File: config.mk
export PLATFORM = sky130hd
export DESIGN_NAME = mram_weight_loader
export DESIGN_NICKNAME = d
export VERILOG_FILES = /design/src/rtl/mram_weight_loader.sv
export SDC_FILE = /design/constraint.sdc
export NUM_CORES = 1
export LEC_CHECK = 0
export CORE_UTILIZATION = 25
export CTS_CLUSTER_SIZE = 14
export DETAILED_ROUTE_END_ITERATION = 16
export PLACE_DENSITY = 0.5
export SYNTH_ARGS = -nofsm -noshare
export SYNTH_HDL_FRONTEND = slang
export SYNTH_SLANG_ARGS = --single-unit
File: constraint.sdc
create_clock -name CLK -period 3.5 [get_ports CLK]
set_input_delay 0.875 -clock CLK [delete_from_list [all_inputs] [get_ports CLK]]
set_output_delay 0.875 -clock CLK [all_outputs]
set_load 0.02 [all_outputs]
File: src/rtl/mram_weight_loader.sv
// mram_weight_loader: packs the MRAM read-path byte stream (one byte per
// falling edge of clk_fifo) into WORD_BYTES-wide words and writes them into
// the weight buffer. Keeps a byte count, a 16-bit running checksum and a
// watchdog that aborts a stalled load. Everything runs in the CLK domain;
// clk_fifo is oversampled through a synchroniser.
module mram_weight_loader #(
    parameter int NUM_BYTES   = 1800,
    parameter int WORD_BYTES  = 2,
    parameter int ADDR_W      = 10,
    parameter int SYNC_STAGES = 2,
    parameter int TIMEOUT_CYC = 4096
) (
    input  logic                    CLK,
    input  logic                    Rst,
    input  logic                    start,
    input  logic                    clk_fifo,
    input  logic [7:0]              byte_in,
    output logic                    wr_en,
    output logic [ADDR_W-1:0]       wr_addr,
    output logic [8*WORD_BYTES-1:0] wr_data,
    output logic                    busy,
    output logic                    done,
    output logic                    timeout_err,
    output logic [15:0]             byte_cnt,
    output logic [15:0]             checksum
);

    localparam int WORD_W = 8 * WORD_BYTES;
    localparam int LANE_W = (WORD_BYTES > 1) ? $clog2(WORD_BYTES) : 1;
    localparam int WD_W   = $clog2(TIMEOUT_CYC + 1);

    localparam logic [LANE_W-1:0] LAST_LANE = LANE_W'(WORD_BYTES - 1);
    localparam logic [15:0]       NUM_CNT   = 16'(NUM_BYTES);
    localparam logic [15:0]       LAST_CNT  = 16'(NUM_BYTES - 1);
    localparam logic [WD_W-1:0]   WD_LAST   = WD_W'(TIMEOUT_CYC - 1);

    typedef enum logic [1:0] {
        ST_IDLE  = 2'd0,
        ST_LOAD  = 2'd1,
        ST_FLUSH = 2'd2,
        ST_DONE  = 2'd3
    } state_t;

    // Drop byte b into lane 'lane' of word, leaving the other lanes unchanged.
    function automatic logic [WORD_W-1:0] insert_lane(
        input logic [WORD_W-1:0] word,
        input logic [LANE_W-1:0] lane,
        input logic [7:0]        b
    );
        logic [WORD_W-1:0] res;
        res = word;
        for (int k = 0; k < WORD_BYTES; k++) begin
            res[8*k +: 8] = (lane == LANE_W'(k)) ? b : res[8*k +: 8];
        end
        return res;
    endfunction

    state_t                  state_r;
    state_t                  state_next;
    logic [SYNC_STAGES-1:0]  sync_r;
    logic                    sync_prev_r;
    logic                    strb_s;
    logic [WORD_W-1:0]       pack_r;
    logic [WORD_W-1:0]       packed_s;
    logic [LANE_W-1:0]       lane_r;
    logic [ADDR_W-1:0]       word_addr_r;
    logic [WD_W-1:0]         wd_r;
    logic                    accept_s;
    logic                    fire_s;
    logic                    clear_s;
    logic                    tick_s;
    logic                    expire_s;

    // A byte is announced by a falling edge of the synchronised clk_fifo.
    assign strb_s   = sync_prev_r & ~sync_r[SYNC_STAGES-1];
    assign packed_s = insert_lane(pack_r, lane_r, byte_in);

    // Synchroniser chain plus one edge-detect flop on clk_fifo.
    always_ff @(posedge CLK) begin
        if (Rst) begin
            sync_r      <= '0;
            sync_prev_r <= 1'b0;
        end else begin
            sync_r      <= {sync_r[SYNC_STAGES-2:0], clk_fifo};
            sync_prev_r <= sync_r[SYNC_STAGES-1];
        end
    end

    // FSM state register.
    always_ff @(posedge CLK) begin
        if (Rst) begin
            state_r <= ST_IDLE;
        end else begin
            state_r <= state_next;
        end
    end

    // Next-state and datapath control decode.
    always_comb begin
        state_next = state_r;
        accept_s   = 1'b0;
        fire_s     = 1'b0;
        clear_s    = 1'b0;
        tick_s     = 1'b0;
        expire_s   = 1'b0;
        case (state_r)
            ST_IDLE: begin
                if (start) begin
                    clear_s    = 1'b1;
                    state_next = ST_LOAD;
                end else begin
                    state_next = ST_IDLE;
                end
            end
            ST_LOAD: begin
                if (byte_cnt == NUM_CNT) begin
                    // Final full word was written last cycle.
                    state_next = ST_DONE;
                end else if (strb_s) begin
                    accept_s = 1'b1;
                    fire_s   = (lane_r == LAST_LANE) || (byte_cnt == LAST_CNT);
                    if ((byte_cnt == LAST_CNT) && (lane_r != LAST_LANE)) begin
                        state_next = ST_FLUSH;
                    end else begin
                        state_next = ST_LOAD;
                    end
                end else if (wd_r == WD_LAST) begin
                    expire_s   = 1'b1;
                    state_next = ST_IDLE;
                end else begin
                    tick_s = 1'b1;
                end
            end
            ST_FLUSH: begin
                // The zero-padded partial word is on the bus this cycle.
                state_next = ST_DONE;
            end
            ST_DONE: begin
                if (start) begin
                    clear_s    = 1'b1;
                    state_next = ST_LOAD;
                end else begin
                    state_next = ST_DONE;
                end
            end
            default: begin
                state_next = ST_IDLE;
            end
        endcase
    end

    // Packing, counters, watchdog and registered outputs.
    always_ff @(posedge CLK) begin
        if (Rst) begin
            wr_en       <= 1'b0;
            wr_addr     <= '0;
            wr_data     <= '0;
            busy        <= 1'b0;
            done        <= 1'b0;
            timeout_err <= 1'b0;
            byte_cnt    <= 16'd0;
            checksum    <= 16'd0;
            pack_r      <= '0;
            lane_r      <= '0;
            word_addr_r <= '0;
            wd_r        <= '0;
        end else begin
            wr_en <= fire_s;
            busy  <= (state_next == ST_LOAD) || (state_next == ST_FLUSH);
            done  <= (state_next == ST_DONE);
            if (clear_s) begin
                timeout_err <= 1'b0;
                byte_cnt    <= 16'd0;
                checksum    <= 16'd0;
                pack_r      <= '0;
                lane_r      <= '0;
                word_addr_r <= '0;
                wd_r        <= '0;
            end else if (accept_s) begin
                byte_cnt <= byte_cnt + 16'd1;
                checksum <= checksum + {8'd0, byte_in};
                wd_r     <= '0;
                if (fire_s) begin
                    // Unfilled lanes are already zero because pack_r is
                    // cleared after every word.
                    wr_data     <= packed_s;
                    wr_addr     <= word_addr_r;
                    word_addr_r <= word_addr_r + ADDR_W'(1);
                    pack_r      <= '0;
                    lane_r      <= '0;
                end else begin
                    pack_r <= packed_s;
                    lane_r <= lane_r + LANE_W'(1);
                end
            end else if (expire_s) begin
                // Abort: drop the partial word, keep counters for diagnosis.
                timeout_err <= 1'b1;
                pack_r      <= '0;
                lane_r      <= '0;
                wd_r        <= '0;
            end else if (tick_s) begin
                wd_r <= wd_r + WD_W'(1);
            end else begin
                wd_r <= wd_r;
            end
        end
    end

endmodule

==> metrics <==
status finished, final reports clean; First DRT Iteration DRCs 202; Total Power 2.33 mW; ANT nets after route 0; worst hold start sync_r[0]$_SDFF_PP0_; setup tns final 0 ps; die span in x 142 um; most frequent cells after synthesis dfxtp_1 (107), nor2_1 (67), nand2_1 (34), mux2i_1 (28), a21oi_1 (25); max-slew violations 0; Yosys cell types 57; CP endpoint kind flop; Async S/R FF share, synth 0%; Synth Flop Type dfxtp_1; Global Route Usage Sum 13.2%; H-Tree Depth 3; Clock Root Buffer clkbuf_16; Yosys top cell by area dfxtp_1; CP required 3760 ps; post-synth design cell area 4920 um^2; EDFF count, synth 0; clock tree sinks 107; vias 4,125; CTS max path bufs 2; area of the multi-input gates 2650 um^2; Final HPWL DP 9420 um; slowest stage delay, CP 480 ps; area growth from synthesis to final layout 27.1%; Reg area 2140 um^2; Final Util 32.9%; pwr dens 373 nW/um^2; maximum clock rate 352 MHz; Die Height 142 um; critical path's most frequent cell o41ai_1; Worst R2R End wd_r[12]$_SDFFE_PP0P_; crit path time final 2840 ps; yosys warns 0; clock-pin slew on the worst setup and hold paths 80 ps; Rows 50; DRC 0; IO Port Bufs 73; Hold WC Path Type flop to flop; FF-to-FF path depth 4; First-pass DRT Iterations 4; share of cells above drive strength 1 5.77%; antenna cells 0; peak supply drop 0.231 mV; critical path class input pin to flop; Hold Fails Final Rpt 0; Synth top area share 43.5%; startpoint types input pin; top cells by area, synth dfxtp_1 (44%), mux2i_1 (5.7%), nor2_1 (5.1%); drt total wl 12,800 um; post-CTS resize count 0; Vias/cell 4.76; clk_skew 12.1 ps; Setup Buffers After CTS 0; # IOs 74; fin worst setup slack 662 ps; leakage 1.99 nW; syn_area_per_cell 9.25 um^2; Die ar. 20,200 um^2; final setup fails 0; Initial Utilization 25.9%; largest net degree at the start of global routing 34; post-synthesis sequential area ratio 43.5%; Slew headroom 30.6%; clk_lat worst skew 360 ps; max cap viols 0; #FFs+latches synth 107; reg2reg start byte_cnt[4]$_SDFFE_PP0P_; DP Worst Slack 295 ps; period utilisation layout 81.1%; FILL cells 1,998; CTS tree done; core area 19,000 um^2; hold_buf cts 0; hold path depth 1; first-pass GRT wire length 20,800 um; most common cell in the netlist dfxtp_1; CP max FO 8; drt wl/cell 14.8 um; RSZ-0062 raised after global routing no; syn_nets 562; vias in the first global route 3,956; Placer Congestion 0.866; Hold Crit Endpoint sync_r[1]$_SDFF_PP0_; nets 632; CP arrival 3090 ps; worst-margin pin slew 1040 ps; CTS buffer count 9; crit path cell chain clkdlybuf4s50_1, ha_1, fa_1, a21oi_1, o22ai_1, o41ai_1, buf_4, o311ai_0, o41ai_1; flop-to-flop setup slack 970 ps; total grt overflow 0; Slowest-stage cell, CP clkdlybuf4s50_1; initial antenna violation count 0; Mapped Cells 532
## worst max-delay path by stage
stage / startpoint / to / slack (ps) / cells past startpoint
floorplan: byte_in[0] / checksum[10]$_SDFFE_PP0P_ / 710 / 7
global placement: byte_in[0] / checksum[10]$_SDFFE_PP0P_ / 290 / 9
detailed placement: byte_in[0] / checksum[10]$_SDFFE_PP0P_ / 300 / 9
CTS: byte_in[0] / checksum[10]$_SDFFE_PP0P_ / 660 / 9
global route: byte_in[0] / checksum[10]$_SDFFE_PP0P_ / 520 / 9
finish: byte_in[0] / checksum[10]$_SDFFE_PP0P_ / 660 / 9
## metrics by stage
| stage | instances | hold slack, ps | area, um^2 |
|---|---|---|---|
| 2_1_floorplan | 532 | 414 | 4920 |
| 3_3_place_gp | 851 | 430 | 5970 |
| 3_5_place_dp | 851 | 428 | 5970 |
| 4_1_cts | 867 | 445 | 6250 |
| 5_1_grt | 867 | 464 | 6250 |
| 6_report | 867 | 440 | 6250 |
## cell type report
cell class | count | area share [%]
flip-flops and latches | 107 | 34.3
repair buffers | 84 | 13.0
clock buffers | 9 | 3.60
well taps | 260 | 5.20
multi-input cells | 390 | 42.4
inverters | 10 | 0.600
clock inverters | 7 | 0.960
## per-layer routing
layer | global-route usage [%] | share of wire, % | routed length (um)
met1 | 17.3 | 48 | 6180
met2 | 21.3 | 47 | 6030
met3 | 3.03 | 3.5 | 452
met4 | 4.64 | 1.5 | 187
met5 | 0 | 0 | 0
## registers in the layout, summed over array words and instances (netlist names)
register and cells:
busy 1, byte_cnt 16, checksum 16, done 1, lane_r 1, pack_r 16
state_r 2, sync_prev_r 1, sync_r 2, timeout_err 1, wd_r 13, word_addr_r 10
wr_addr 10, wr_data 16, wr_en 1
## power breakdown
group          leakage [nW]  internal [mW]  switching (mW)
clock network         0.131          0.495           0.500
registers             0.863           1.22         0.00400
logic                 0.995         0.0399          0.0721
## logic make-up after synthesis
group                    Yosys count  synth area share (%)
multiplexers                      28                  5.70
flip-flops                       107                  43.5
buffers and inverters             35                  2.80
XOR/XNOR                          31                  5.52
AND/OR/NAND/NOR                  221                  24.4
adder cells (fa/ha/maj)           18                  4.73
AO/OA/AOI/OAI                     92                  13.3
## critical path, delay by kind of cell
| family | cells | cell delay (ps) |
|---|---|---|
| adder cells (fa/ha/maj) | 2 | 670 |
| AO/OA/AOI/OAI | 5 | 850 |
| buffers and inverters | 2 | 690 |
## layout by cell type (no fill, tap or decap), types with 3 or more instances in the layout
| cell type | instances |
|---|---|
| nor2b_1 | 10 |
| ha_1 | 17 |
| and3_1 | 3 |
| or4_1 | 9 |
| nand3_1 | 19 |
| nand2_1 | 34 |
| inv_1 | 10 |
| buf_4 | 11 |
| o22ai_1 | 3 |
| a211oi_1 | 18 |
| a22o_1 | 8 |
| xnor2_1 | 21 |
| mux2i_1 | 28 |
| or3_1 | 10 |
| nand4_1 | 13 |
| o41ai_1 | 4 |
| o21ai_0 | 10 |
| a21oi_1 | 25 |
| nor4_1 | 10 |
| clkinvlp_4 | 3 |
| nand3b_1 | 3 |
| nor2_1 | 67 |
| and4_1 | 4 |
| and2_1 | 8 |
| dfxtp_1 | 107 |
| clkdlybuf4s50_1 | 73 |
| o31ai_1 | 4 |
| xor2_1 | 10 |
| nor4_4 | 3 |
| nor3_1 | 14 |
| clkbuf_16 | 9 |
| and3b_1 | 4 |
No activity file was read; power rests on OpenSTA's default activity.
